===== src/rtl/sram_arb_2to1.sv =====
`default_nettype none
// ============================================================================
// sram_arb_2to1 : two request/response masters sharing one single-port SRAM
//                 with one-cycle registered read data.
// Option        : define SRAM_ARB_RR_EN for round-robin arbitration; without
//                 it port 0 has fixed priority.
// Revision      : 1.0 - initial release
// ============================================================================
module sram_arb_2to1 #(
    parameter int AW = 14,
    parameter int DW = 128
) (
    input  logic              CLK,
    input  logic              RST,

    input  logic              m0_req_valid,
    output logic              m0_req_ready,
    input  logic              m0_req_write,
    input  logic [AW-1:0]     m0_req_addr,
    input  logic [DW-1:0]     m0_req_wdata,
    input  logic [DW/8-1:0]   m0_req_wstrb,
    output logic              m0_rsp_valid,
    input  logic              m0_rsp_ready,
    output logic [DW-1:0]     m0_rsp_rdata,

    input  logic              m1_req_valid,
    output logic              m1_req_ready,
    input  logic              m1_req_write,
    input  logic [AW-1:0]     m1_req_addr,
    input  logic [DW-1:0]     m1_req_wdata,
    input  logic [DW/8-1:0]   m1_req_wstrb,
    output logic              m1_rsp_valid,
    input  logic              m1_rsp_ready,
    output logic [DW-1:0]     m1_rsp_rdata,

    output logic [AW-1:0]     sram_a,
    output logic              sram_cen,
    output logic [DW-1:0]     sram_d,
    output logic [DW/8-1:0]   sram_wen,
    input  logic [DW-1:0]     sram_q
);

    localparam int BW = DW / 8;

    logic [1:0]    elig;
    logic [1:0]    grant;
    logic          sel;
    logic          sel_write;
    logic [AW-1:0] sel_addr;
    logic [DW-1:0] sel_wdata;
    logic [BW-1:0] sel_wstrb;
    logic          acc_read;
    logic          sram_access;

    logic          infl_valid_q, infl_valid_d;
    logic          infl_id_q, infl_id_d;
    logic [1:0]    rsp_valid_q, rsp_valid_d;
    logic [DW-1:0] rsp0_rdata_q, rsp0_rdata_d;
    logic [DW-1:0] rsp1_rdata_q, rsp1_rdata_d;
`ifdef SRAM_ARB_RR_EN
    logic          prio_q, prio_d;
`endif

    // A read is only admitted when its response slot is guaranteed free.
    always_comb begin
        elig[0] = m0_req_valid &
                  (m0_req_write | ~((infl_valid_q & ~infl_id_q) | rsp_valid_q[0]));
        elig[1] = m1_req_valid &
                  (m1_req_write | ~((infl_valid_q &  infl_id_q) | rsp_valid_q[1]));
    end

    always_comb begin
        grant = 2'b00;
        if (!RST) begin
            if (elig == 2'b11) begin
`ifdef SRAM_ARB_RR_EN
                grant = prio_q ? 2'b10 : 2'b01;
`else
                grant = 2'b01;
`endif
            end else begin
                grant = elig;
            end
        end
    end

    always_comb begin
        sel       = grant[1];
        sel_write = sel ? m1_req_write : m0_req_write;
        sel_addr  = sel ? m1_req_addr  : m0_req_addr;
        sel_wdata = sel ? m1_req_wdata : m0_req_wdata;
        sel_wstrb = sel ? m1_req_wstrb : m0_req_wstrb;
        // An all-zero-strobe write is accepted but must not touch the SRAM.
        sram_access = (|grant) & (~sel_write | (|sel_wstrb));
        acc_read    = (|grant) & ~sel_write;
    end

    assign m0_req_ready = grant[0];
    assign m1_req_ready = grant[1];
    assign sram_a       = sel_addr;
    assign sram_d       = sel_wdata;
    assign sram_cen     = ~sram_access;
    assign sram_wen     = ((|grant) & sel_write) ? ~sel_wstrb : {BW{1'b1}};

    assign m0_rsp_valid = rsp_valid_q[0];
    assign m1_rsp_valid = rsp_valid_q[1];
    assign m0_rsp_rdata = rsp0_rdata_q;
    assign m1_rsp_rdata = rsp1_rdata_q;

    always_comb begin
        infl_valid_d = acc_read;
        infl_id_d    = sel;
        rsp_valid_d  = rsp_valid_q;
        rsp0_rdata_d = rsp0_rdata_q;
        rsp1_rdata_d = rsp1_rdata_q;
        if (rsp_valid_q[0] & m0_rsp_ready) rsp_valid_d[0] = 1'b0;
        if (rsp_valid_q[1] & m1_rsp_ready) rsp_valid_d[1] = 1'b0;
        if (infl_valid_q & ~infl_id_q) begin
            rsp_valid_d[0] = 1'b1;
            rsp0_rdata_d   = sram_q;
        end
        if (infl_valid_q & infl_id_q) begin
            rsp_valid_d[1] = 1'b1;
            rsp1_rdata_d   = sram_q;
        end
`ifdef SRAM_ARB_RR_EN
        prio_d = prio_q;
        if (|grant) prio_d = grant[0];
`endif
    end

    always_ff @(posedge CLK or posedge RST) begin
        if (RST) begin
            infl_valid_q <= 1'b0;
            infl_id_q    <= 1'b0;
            rsp_valid_q  <= 2'b00;
            rsp0_rdata_q <= '0;
            rsp1_rdata_q <= '0;
`ifdef SRAM_ARB_RR_EN
            prio_q       <= 1'b0;
`endif
        end else begin
            infl_valid_q <= infl_valid_d;
            infl_id_q    <= infl_id_d;
            rsp_valid_q  <= rsp_valid_d;
            rsp0_rdata_q <= rsp0_rdata_d;
            rsp1_rdata_q <= rsp1_rdata_d;
`ifdef SRAM_ARB_RR_EN
            prio_q       <= prio_d;
`endif
        end
    end

endmodule
`default_nettype wire

===== config.mk =====
export PLATFORM = sky130hd
export DESIGN_NAME = sram_arb_2to1
export DESIGN_NICKNAME = d
export VERILOG_FILES = /design/src/rtl/sram_arb_2to1.sv
export SDC_FILE = /design/constraint.sdc
export NUM_CORES = 1
export LEC_CHECK = 0
export ABC_AREA = 1
export CELL_PAD_IN_SITES_DETAIL_PLACEMENT = 0
export CELL_PAD_IN_SITES_GLOBAL_PLACEMENT = 2
export CORE_AREA = 2 2 336 338
export DETAILED_ROUTE_END_ITERATION = 10
export DIE_AREA = 0 0 338 340
export PLACE_DENSITY = 0.58
export SYNTH_ARGS = -nofsm -noshare
export SYNTH_HDL_FRONTEND = slang
export SYNTH_SLANG_ARGS = --single-unit

===== constraint.sdc =====
create_clock -name CLK -period 17.38 [get_ports CLK]
set_clock_uncertainty 0.2 [all_clocks]
set_input_delay 2.607 -clock CLK [delete_from_list [all_inputs] [get_ports CLK]]
set_output_delay 2.607 -clock CLK [all_outputs]
set_load 0.05 [all_outputs]

==> flow_metrics.py, run 1 <==
metrics = {
    "logic_synthesis": {
        "syn_area_um2": 11700,
        "yosys.area.top_type": "dfrtp_1",
        "ys_top_cells_by_area": "dfrtp_1, nand2_1, o21ai_0",
        "syn-instance-count": 1527,
        "ys_ff_latch": 260,
        "synth_fp_nets": 1979,
        "synth_flop_cell": "dfrtp_1",
        "synth.mux.area_fraction_pct": 0,
        "synth_xor_area_share_pct": 0,
        "synth_edf_count": 0,
        "synth.avg_cell_area_um2": 7.65,
        "yosys.cell_types.count": 17,
        "yosys.area_share.simple_pct": 25.0,
        "seq_area_frac_synth_pct": 55.7,
        "yosysWarningCount": 0,
        "synth_top_family_by_area": "simple AND/OR/NAND/NOR gates",
        "yosysMostFrequentCell": "nand2_1",
        "synth_compound_area_share_pct": 11.4,
        "yosys.area_share.adder_pct": 0,
        "synth_async_sr_flop_share_pct": 100,
        "synth.top_cell.area_share_pct": 55.7,
        "synth_commonest_cells": "nand2_1, dfrtp_1, o21ai_0",
    },
    "cells_and_area": {
        "drive_above_1_share_pct": 2.74,
        "fill_cells": 12500,
        "seq_area_um2": 6510,
        "fin_area_um2": 23100,
        "area_delta_synth_final_pct": 97.5,
        "final_nets": 2801,
        "multi_input_area_um2": 4290,
        "post-route-util_pct": 20.7,
    },
    "floorplanning": {
        "die_area_um2": 115000,
        "initial_utilization_pct": 10.5,
        "row_count": 123,
        "num_io_pins": 871,
        "die_w_um": 338,
        "die_h_um": 340,
        "fp.coreArea_um2": 112000,
    },
    "global_routing": {
        "grt_pass1_wl_um": 100000,
        "grt_max_degree": 137,
        "antenna_found_initial": 25,
        "first_global_vias": 13100,
        "overflow": 0,
        "track_usage_pct": 12.2,
    },
    "route": {
        "drtIter0Drc": 574,
        "first_pass_iters": 5,
        "num_vias": 12700,
        "drc": 0,
        "via_per_inst": 3.29,
        "drtAntennaViolNets": 0,
        "wl_per_cell_um": 18.9,
        "wirelength_um": 73300,
    },
    "run_status": {
        "status": "finished clean",
    },
    "sta": {
        "slew_headroom_pct": 25.9,
        "rsz0062_at_grt": "no",
        "max_freq_mhz": 94.3,
        "drv_slew": 0,
        "hold_viol": 0,
        "worstMarginPinSlew_ps": 1110,
        "fin_crit_sh_pct": 61.0,
        "setup_viol": 0,
        "fin_crit_ps": 10610,
        "setup_tns_ps": 0,
    },
    "place": {
        "placedInstanceArea_um2": 22000,
        "portBuffers": 870,
        "place_congestion": 0.862,
        "dp_hpwl_um": 59600,
    },
    "worst_setup_path": {
        "critPathArrivalTime_ps": 7800,
        "critPathLaunchType": "input pin",
        "crit_fanout": 91,
        "worst-r2r-setup-slack_ps": 14070,
        "rr_endpoint": "infl_id_q",
        "endpoint_kind": "primary output",
        "r2r_start": "infl_valid_q",
        "endpoint": "sram_d[118]",
        "required_ps": 14570,
        "reg2reg_depth": 5,
        "crit_start": "RST",
        "path_class": "in -> out",
    },
    "pwr": {
        "p_clk_share_pct": 20.6,
        "seqPwrFrac_pct": 27.0,
        "switching_share_pct": 47.2,
        "p_leak_nw": 10.4,
        "comb_power_share_pct": 52.4,
        "power_density_nw_per_um2": 147,
        "vdd_ir_drop_max_mv": 0.0513,
        "p_switching_mw": 1.60,
        "internal_power_mw": 1.79,
    },
    "clock_network": {
        "hold_buffers": 0,
        "cts_resized": 0,
        "cts_max_level": 2,
        "path_clk_slew_ps": 60,
        "cts.sinks": 260,
        "root_buffer": "clkbuf_16",
        "cts_setup_buffers": 0,
        "clk_latency_ps": 530,
        "cts_buffer_depth": 3,
        "cts_tree": "done",
        "cts_inserted_buffers": 34,
    },
    "min_path": {
        "hp-class": "reg -> reg",
    },
    "run": {
        "maxCapViolations": 0,
    },
}
-- cell usage in the layout (no fill, tap or decap), types with 2 or more instances in the layout --
cell type        netlist  layout
clkinv_2               0       3
buf_4                  2       7
o21ai_0              258     258
nor2_1                11      11
inv_1                142     141
dfrtp_1              260     260
clkbuf_16              0      35
nand3_1               13      13
nand2_1              739     739
clkbuf_8               0       8
inv_6                  0       2
nand2_8                0       3
o21ai_1                4       4
clkbuf_1              59       9
diode_2                0       2
clkdlybuf4s50_1        0     870
-- cell families (layout without fill, tap and decap cells) --
kind of cell / count (synthesis) / count (layout)
simple gates: 768 / 768
compound gates: 264 / 264
buf+inv: 235 / 1079
other cells: 0 / 2
flops: 260 / 260
-- layer usage --
metal	track usage, %	wire [µm]	part of all wire [%]
met1	12.9	27300	37
met3	5.40	7750	11
met5	0	275	0.38
met4	3.45	1890	2.6
met2	21.7	36100	49
-- flip-flops by register name, summed over array words and instances, names as in the netlist --
register and flops:
rsp_valid_q 2, infl_valid_q 1, m0_rsp_rdata 128, m1_rsp_rdata 128
infl_id_q 1
-- critical path: stages --
cell and delay (ps):
clkdlybuf4s50_1 570, inv_8 410, nand2_1 230, a21oi_2 670, nand2_8 490, inv_4 600, buf_4 810, nand2_1 100
nand2_1 260, clkdlybuf4s50_1 860
-- how the worst min path moves through the flow --
stage | startpoint | end | slack, ps | cells past startpoint
global route | m1_rsp_rdata[80] | m1_rsp_rdata[80] | 300 | 2
CTS | m1_rsp_rdata[11] | m1_rsp_rdata[11] | 290 | 2
floorplan | infl_id_q | m1_rsp_rdata[73] | 550 | 3
detailed placement | m0_rsp_rdata[57] | m0_rsp_rdata[57] | 270 | 2
global placement | m1_rsp_rdata[15] | m1_rsp_rdata[15] | 270 | 2
finish | m1_rsp_rdata[88] | m1_rsp_rdata[88] | 280 | 2
-- power by group through the flow --
stage,Sequential [mW],Combinational [mW],Clock (mW)
after detailed placement,0.928,1.80,0
after floorplan,1.64,0.325,0
final,0.917,1.78,0.698
after global placement,0.923,1.80,0
after global routing,0.944,1.87,0.754
after CTS,0.920,1.80,0.736
-- through the flow --
stage                     worst slack [ps]  total power, mW  hold slack, ps  instances
after floorplan                       4450             1.96             547       1527
after global placement                6410             2.73             265       3813
after detailed placement              6410             2.73             272       3813
after CTS                             6410             3.46             286       3871
after global routing                  6170             3.57             299       3872
final                                 6770             3.39             279       3873
-- area by class of cell --
| class | instances | share of cell area, % |
|---|---|---|
| repair buffers | 878 | 38.0 |
| well taps | 1500 | 8.13 |
| clock inverters | 6 | 0.271 |
| diodes | 2 | 0.0217 |
| flip-flops and latches | 260 | 28.2 |
| inverters | 143 | 2.37 |
| multi-input cells | 1032 | 18.6 |
| clock buffers | 52 | 4.42 |
(Power assumes the default switching activity.)
==> run 2: changes to the inputs <==
--- a/config.mk
+++ b/config.mk
@@ -8,10 +8,10 @@
 export ABC_AREA = 1
 export CELL_PAD_IN_SITES_DETAIL_PLACEMENT = 0
 export CELL_PAD_IN_SITES_GLOBAL_PLACEMENT = 2
-export CORE_AREA = 2 2 336 338
+export CORE_AREA = 2 2 337 339
 export DETAILED_ROUTE_END_ITERATION = 10
-export DIE_AREA = 0 0 338 340
-export PLACE_DENSITY = 0.58
+export DIE_AREA = 0 0 339 341
+export PLACE_DENSITY = 0.59
 export SYNTH_ARGS = -nofsm -noshare
 export SYNTH_HDL_FRONTEND = slang
 export SYNTH_SLANG_ARGS = --single-unit
==> constraint.sdc (replaced) <==
create_clock -name CLK -period 8.5 [get_ports CLK]
set_clock_uncertainty 0.2 [all_clocks]
set_input_delay 1.275 -clock CLK [delete_from_list [all_inputs] [get_ports CLK]]
set_output_delay 1.275 -clock CLK [all_outputs]
set_load 0.05 [all_outputs]
==> flow_metrics.py, run 2 (synthesis gave the netlist of run 1 again) <==
metrics = {
    "clock_network": {
        "path_clk_slew_ps": 50,
        "hold_buffers": 0,
        "clk_latency_ps": 550,
        "cts_tree": "done",
        "cts.sinks": 260,
        "cts_inserted_buffers": 35,
        "cts_setup_buffers": 0,
        "cts_buffer_depth": 3,
        "root_buffer": "clkbuf_16",
        "cts_max_level": 2,
        "cts_resized": 0,
    },
    "place": {
        "dp_hpwl_um": 63000,
        "place_congestion": 0.814,
        "portBuffers": 870,
    },
    "route": {
        "wl_per_cell_um": 19.8,
        "wirelength_um": 76900,
        "via_per_inst": 3.31,
        "drtAntennaViolNets": 0,
        "drc": 0,
        "num_vias": 12900,
        "first_pass_iters": 5,
        "drtIter0Drc": 562,
    },
    "sta": {
        "setup_viol": 0,
        "worstMarginPinSlew_ps": 1050,
        "drv_slew": 0,
        "setup_tns_ps": 0,
        "slew_headroom_pct": 29.6,
        "max_freq_mhz": 151,
        "fin_crit_ps": 6630,
        "fin_crit_sh_pct": 78.1,
        "rsz0062_at_grt": "no",
        "hold_viol": 0,
    },
    "global_routing": {
        "use_met1_pct": 13.0,
        "grtUsageMet3_pct": 6.75,
        "grt_max_degree": 97,
        "overflow": 0,
        "track_usage_pct": 12.7,
        "antenna_found_initial": 37,
        "grt_pass1_wl_um": 104000,
        "first_global_vias": 13200,
        "use_met2_pct": 21.8,
        "grt-busiest-layer": "met2",
    },
    "cells_and_area": {
        "post-route-util_pct": 20.7,
        "final_common_cell": "clkdlybuf4s50_1",
        "final_nets": 2811,
        "layout_common_cells": "clkdlybuf4s50_1, nand2_1, dfrtp_1",
        "drive_above_1_share_pct": 4.57,
        "fill_cells": 12600,
        "area_delta_synth_final_pct": 98.4,
    },
    "pwr": {
        "power_density_nw_per_um2": 303,
        "vdd_ir_drop_max_mv": 0.104,
        "p_leak_nw": 10.6,
    },
    "worst_setup_path": {
        "required_ps": 7030,
        "endpoint_kind": "primary output",
        "path_class": "in -> out",
        "crit_start": "RST",
        "crit_fanout": 64,
        "r2r_start": "infl_valid_q",
        "critPathArrivalTime_ps": 5160,
        "critPathLaunchType": "input pin",
    },
    "floorplanning": {
        "fp.coreArea_um2": 112000,
        "die_w_um": 339,
        "row_count": 123,
        "num_io_pins": 871,
        "die_h_um": 341,
        "die_area_um2": 116000,
        "initial_utilization_pct": 10.4,
    },
    "run_status": {
        "status": "finished clean",
    },
    "min_path": {
        "hp-class": "reg -> reg",
        "hp-start": "m1_rsp_rdata[0]",
    },
    "run": {
        "maxCapViolations": 0,
    },
}
==> run 2: per-layer routing <==
metal	up-vias	share of wire [%]
li1	6373	-
met1	5781	36
met2	557	48
met3	128	12
met4	44	3.8
met5	-	0.34
==> run 2: worst paths after layout <==
| kind | to | slack, ps | cells past startpoint |
|---|---|---|---|
| hold reg to reg | m1_rsp_rdata[0] | 280 | 2 |
| min in group asynchronous | rsp_valid_q[0] | 1110 | 3 |
| max in group asynchronous | m0_rsp_rdata[58] | 4800 | 5 |
| setup reg to reg | infl_id_q | 5040 | 5 |
| setup / recovery | sram_d[91] | 1870 | 10 |
| hold / removal | m1_rsp_rdata[0] | 280 | 2 |
==> run 2: cell type report <==
type	count	area [µm²]	share of cell area, %
antenna	11	27.5	0.119
clock buffer	48	1020	4.38
clock inverter	14	149	0.642
inverter	143	543	2.34
multi-input combinational	1032	4290	18.5
sequential	260	6510	28.1
tap	1500	1880	8.09
timing repair buffer	887	8780	37.9
==> run 2: stage by stage <==
stage	std cells	total power, mW	hold slack, ps	instance area (µm²)	worst slack, ps
3_5_place_dp	3822	5.59	271	22000	1740
4_1_cts	3884	7.18	284	23200	1730
3_3_place_gp	3822	5.58	265	22000	1790
6_report	3895	7.02	279	23200	1870
5_1_grt	3890	7.40	302	23200	1580
2_1_floorplan	1527	4.01	547	11700	594
==> run 2: worst max-delay path, stage by stage <==
cell and delay (ps):
clkdlybuf4s50_1 510, clkinvlp_4 120, nand2_1 120, a21oi_2 600, nand2_8 370, inv_4 680, buf_4 390, nand2_1 100
nand2_1 70, clkdlybuf4s50_1 830
==> run 2: power breakdown <==
| group | switching [mW] | total (mW) | internal [mW] |
|---|---|---|---|
| sequential | 0.224 | 1.88 | 1.65 |
| clock | 0.611 | 1.51 | 0.902 |
| combinational | 2.48 | 3.63 | 1.15 |
==> run 3: changes to the inputs <==
--- a/config.mk
+++ b/config.mk
@@ -8,10 +8,10 @@
 export ABC_AREA = 1
 export CELL_PAD_IN_SITES_DETAIL_PLACEMENT = 0
 export CELL_PAD_IN_SITES_GLOBAL_PLACEMENT = 2
-export CORE_AREA = 2 2 337 339
+export CORE_AREA = 2 2 336 338
 export DETAILED_ROUTE_END_ITERATION = 10
-export DIE_AREA = 0 0 339 341
-export PLACE_DENSITY = 0.59
+export DIE_AREA = 0 0 338 340
+export PLACE_DENSITY = 0.58
 export SYNTH_ARGS = -nofsm -noshare
 export SYNTH_HDL_FRONTEND = slang
 export SYNTH_SLANG_ARGS = --single-unit
==> constraint.sdc (replaced) <==
create_clock -name CLK -period 6.8 [get_ports CLK]
set_clock_uncertainty 0.2 [all_clocks]
set_input_delay 1.02 -clock CLK [delete_from_list [all_inputs] [get_ports CLK]]
set_output_delay 1.02 -clock CLK [all_outputs]
set_load 0.05 [all_outputs]
==> flow_metrics.py, run 3 (synthesis gave the netlist of run 1 again) <==
metrics = {
    "run_status": {
        "status": "finished clean",
    },
    "sta": {
        "hold_viol": 0,
        "fin_crit_ps": 5590,
        "slew_headroom_pct": 34.3,
        "drv_slew": 0,
        "rsz0062_at_grt": "no",
        "max_freq_mhz": 179,
        "setup_slack_ps": 1210,
        "setup_viol": 0,
        "fin_crit_sh_pct": 82.2,
        "worstMarginPinSlew_ps": 986,
        "hold_ws_ps": 281,
    },
    "global_routing": {
        "overflow": 0,
        "first_global_vias": 13400,
        "antenna_found_initial": 25,
        "grt_max_degree": 141,
        "track_usage_pct": 12.6,
        "grt_pass1_wl_um": 103000,
    },
    "clock_network": {
        "cts_max_level": 1,
        "cts.sinks": 260,
        "path_clk_slew_ps": 60,
        "cts_setup_buffers": 0,
        "cts_resized": 0,
        "hold_buffers": 0,
        "cts_inserted_buffers": 31,
        "cts_tree": "done",
        "clk_latency_ps": 580,
        "cts_buffer_depth": 3,
        "root_buffer": "clkbuf_16",
    },
    "worst_setup_path": {
        "endpoint_kind": "primary output",
        "r2r_start": "infl_valid_q",
        "endpoint": "sram_wen[6]",
        "rr_endpoint": "infl_valid_q",
        "cp_top_family": "buffers and inverters",
        "path_class": "in -> out",
        "required_ps": 5580,
        "critPathLaunchType": "input pin",
        "cp_num_cells": 10,
        "critPathArrivalTime_ps": 4370,
        "crit_fanout": 26,
        "path_buf_inv": 4,
        "crit_chain": "clkdlybuf4s50_1, clkinvlp_4, nand2_1, a21oi_2, nand2_8, o21ai_1, inv_1, nor2_4, nand2_1, clkdlybuf4s50_1",
        "cp_slowest_cell": "clkdlybuf4s50_1",
        "critical_path.max_stage_delay_ps": 730,
        "worst-r2r-setup-slack_ps": 4050,
        "reg2reg_depth": 7,
        "crit_start": "RST",
    },
    "place": {
        "dp_hpwl_um": 61800,
        "placedInstanceArea_um2": 24100,
        "portBuffers": 870,
        "place_congestion": 0.798,
        "pre_cts_ws_ps": 1180,
    },
    "route": {
        "wl_per_cell_um": 19.4,
        "first_pass_iters": 5,
        "drtAntennaViolNets": 0,
        "drtIter0Drc": 595,
        "num_vias": 12800,
        "drc": 0,
        "wirelength_um": 75300,
        "via_per_inst": 3.29,
    },
    "cells_and_area": {
        "area_delta_synth_final_pct": 115,
        "final_nets": 2799,
        "fin_area_um2": 25100,
        "layout_common_cells": "clkdlybuf4s50_1, nand2_1, dfrtp_1",
        "final_common_cell": "clkdlybuf4s50_1",
        "fill_cells": 12400,
        "drive_above_1_share_pct": 15.1,
    },
    "pwr": {
        "p_leak_nw": 11.2,
        "vdd_ir_drop_max_mv": 0.170,
        "power_density_nw_per_um2": 349,
    },
    "floorplanning": {
        "die_w_um": 338,
        "die_area_um2": 115000,
        "fp.coreArea_um2": 112000,
        "initial_utilization_pct": 10.5,
        "num_io_pins": 871,
        "row_count": 123,
        "die_h_um": 340,
    },
    "min_path": {
        "hp-class": "reg -> reg",
    },
    "run": {
        "maxCapViolations": 0,
    },
}
## run 3: cell types whose count changed in the layout (fill, tap and decap cells not counted), sizes merged
cell	before	now
clkdlybuf4s50	843	738
diode	11	3
bufinv	2	0
buf	44	141
clkbuf	48	45
inv	144	145
## run 3: stage by stage
| stage | TNS, ps | instances | utilization [%] | power, mW |
|---|---|---|---|---|
| 2_1_floorplan | -51430 | 1527 | - | 5.12 |
| 3_3_place_gp | 0 | 3814 | 21.6 | 7.19 |
| 3_5_place_dp | 0 | 3814 | 21.6 | 7.20 |
| 4_1_cts | 0 | 3872 | 22.5 | 8.95 |
| 5_1_grt | 0 | 3874 | 22.5 | 9.25 |
| 6_report | 0 | 3875 | 22.5 | 8.77 |
## run 3: layer usage
layer / wire length [µm] / track usage (%) / share of wire (%) / vias to the layer above
met5: 225 / 0 / 0.30 / -
met4: 2840 / 4.48 / 3.8 / 36
met3: 8620 / 5.84 / 11 / 119
met2: 37900 / 22.6 / 50 / 547
met1: 25800 / 12.6 / 34 / 5719
li1: - / - / - / 6332
## run 3: worst min-delay path by stage
stage | from | end | slack (ps) | cells past startpoint
floorplan | infl_id_q | m1_rsp_rdata[73] | 550 | 3
global placement | m1_rsp_rdata[79] | m1_rsp_rdata[79] | 260 | 2
detailed placement | m0_rsp_rdata[121] | m0_rsp_rdata[121] | 270 | 2
CTS | m0_rsp_rdata[121] | m0_rsp_rdata[121] | 290 | 2
global route | m0_rsp_rdata[10] | m0_rsp_rdata[10] | 300 | 2
finish | m0_rsp_rdata[103] | m0_rsp_rdata[103] | 280 | 2
## run 3: report_power, final
| group | switching [mW] | internal, mW | leakage (nW) |
|---|---|---|---|
| registers | 0.286 | 2.06 | 3.12 |
| clock network | 0.731 | 0.943 | 0.507 |
| logic | 3.17 | 1.57 | 7.58 |
| total | 4.19 | 4.58 | 11.2 |
## run 3: area by class of cell
type	count	area (µm²)	share of cell area [%]
Clock inverter	13	97.6	0.388
Inverter	143	543	2.16
Timing Repair Buffer	879	9620	38.3
Clock buffer	45	918	3.65
Tap cell	1500	1880	7.46
Sequential cell	260	6510	25.9
Multi-Input combinational cell	1032	5570	22.2
Antenna cell	3	7.51	0.0299
## run 3: worst register-to-register path, cell delays in order (launching register included)
cell and delay (ps):
dfrtp_1 490, nand2_8 340, nand2_1 140, a21oi_2 650
nand2_8 270, o21ai_1 270, inv_1 140, nor2_1 170
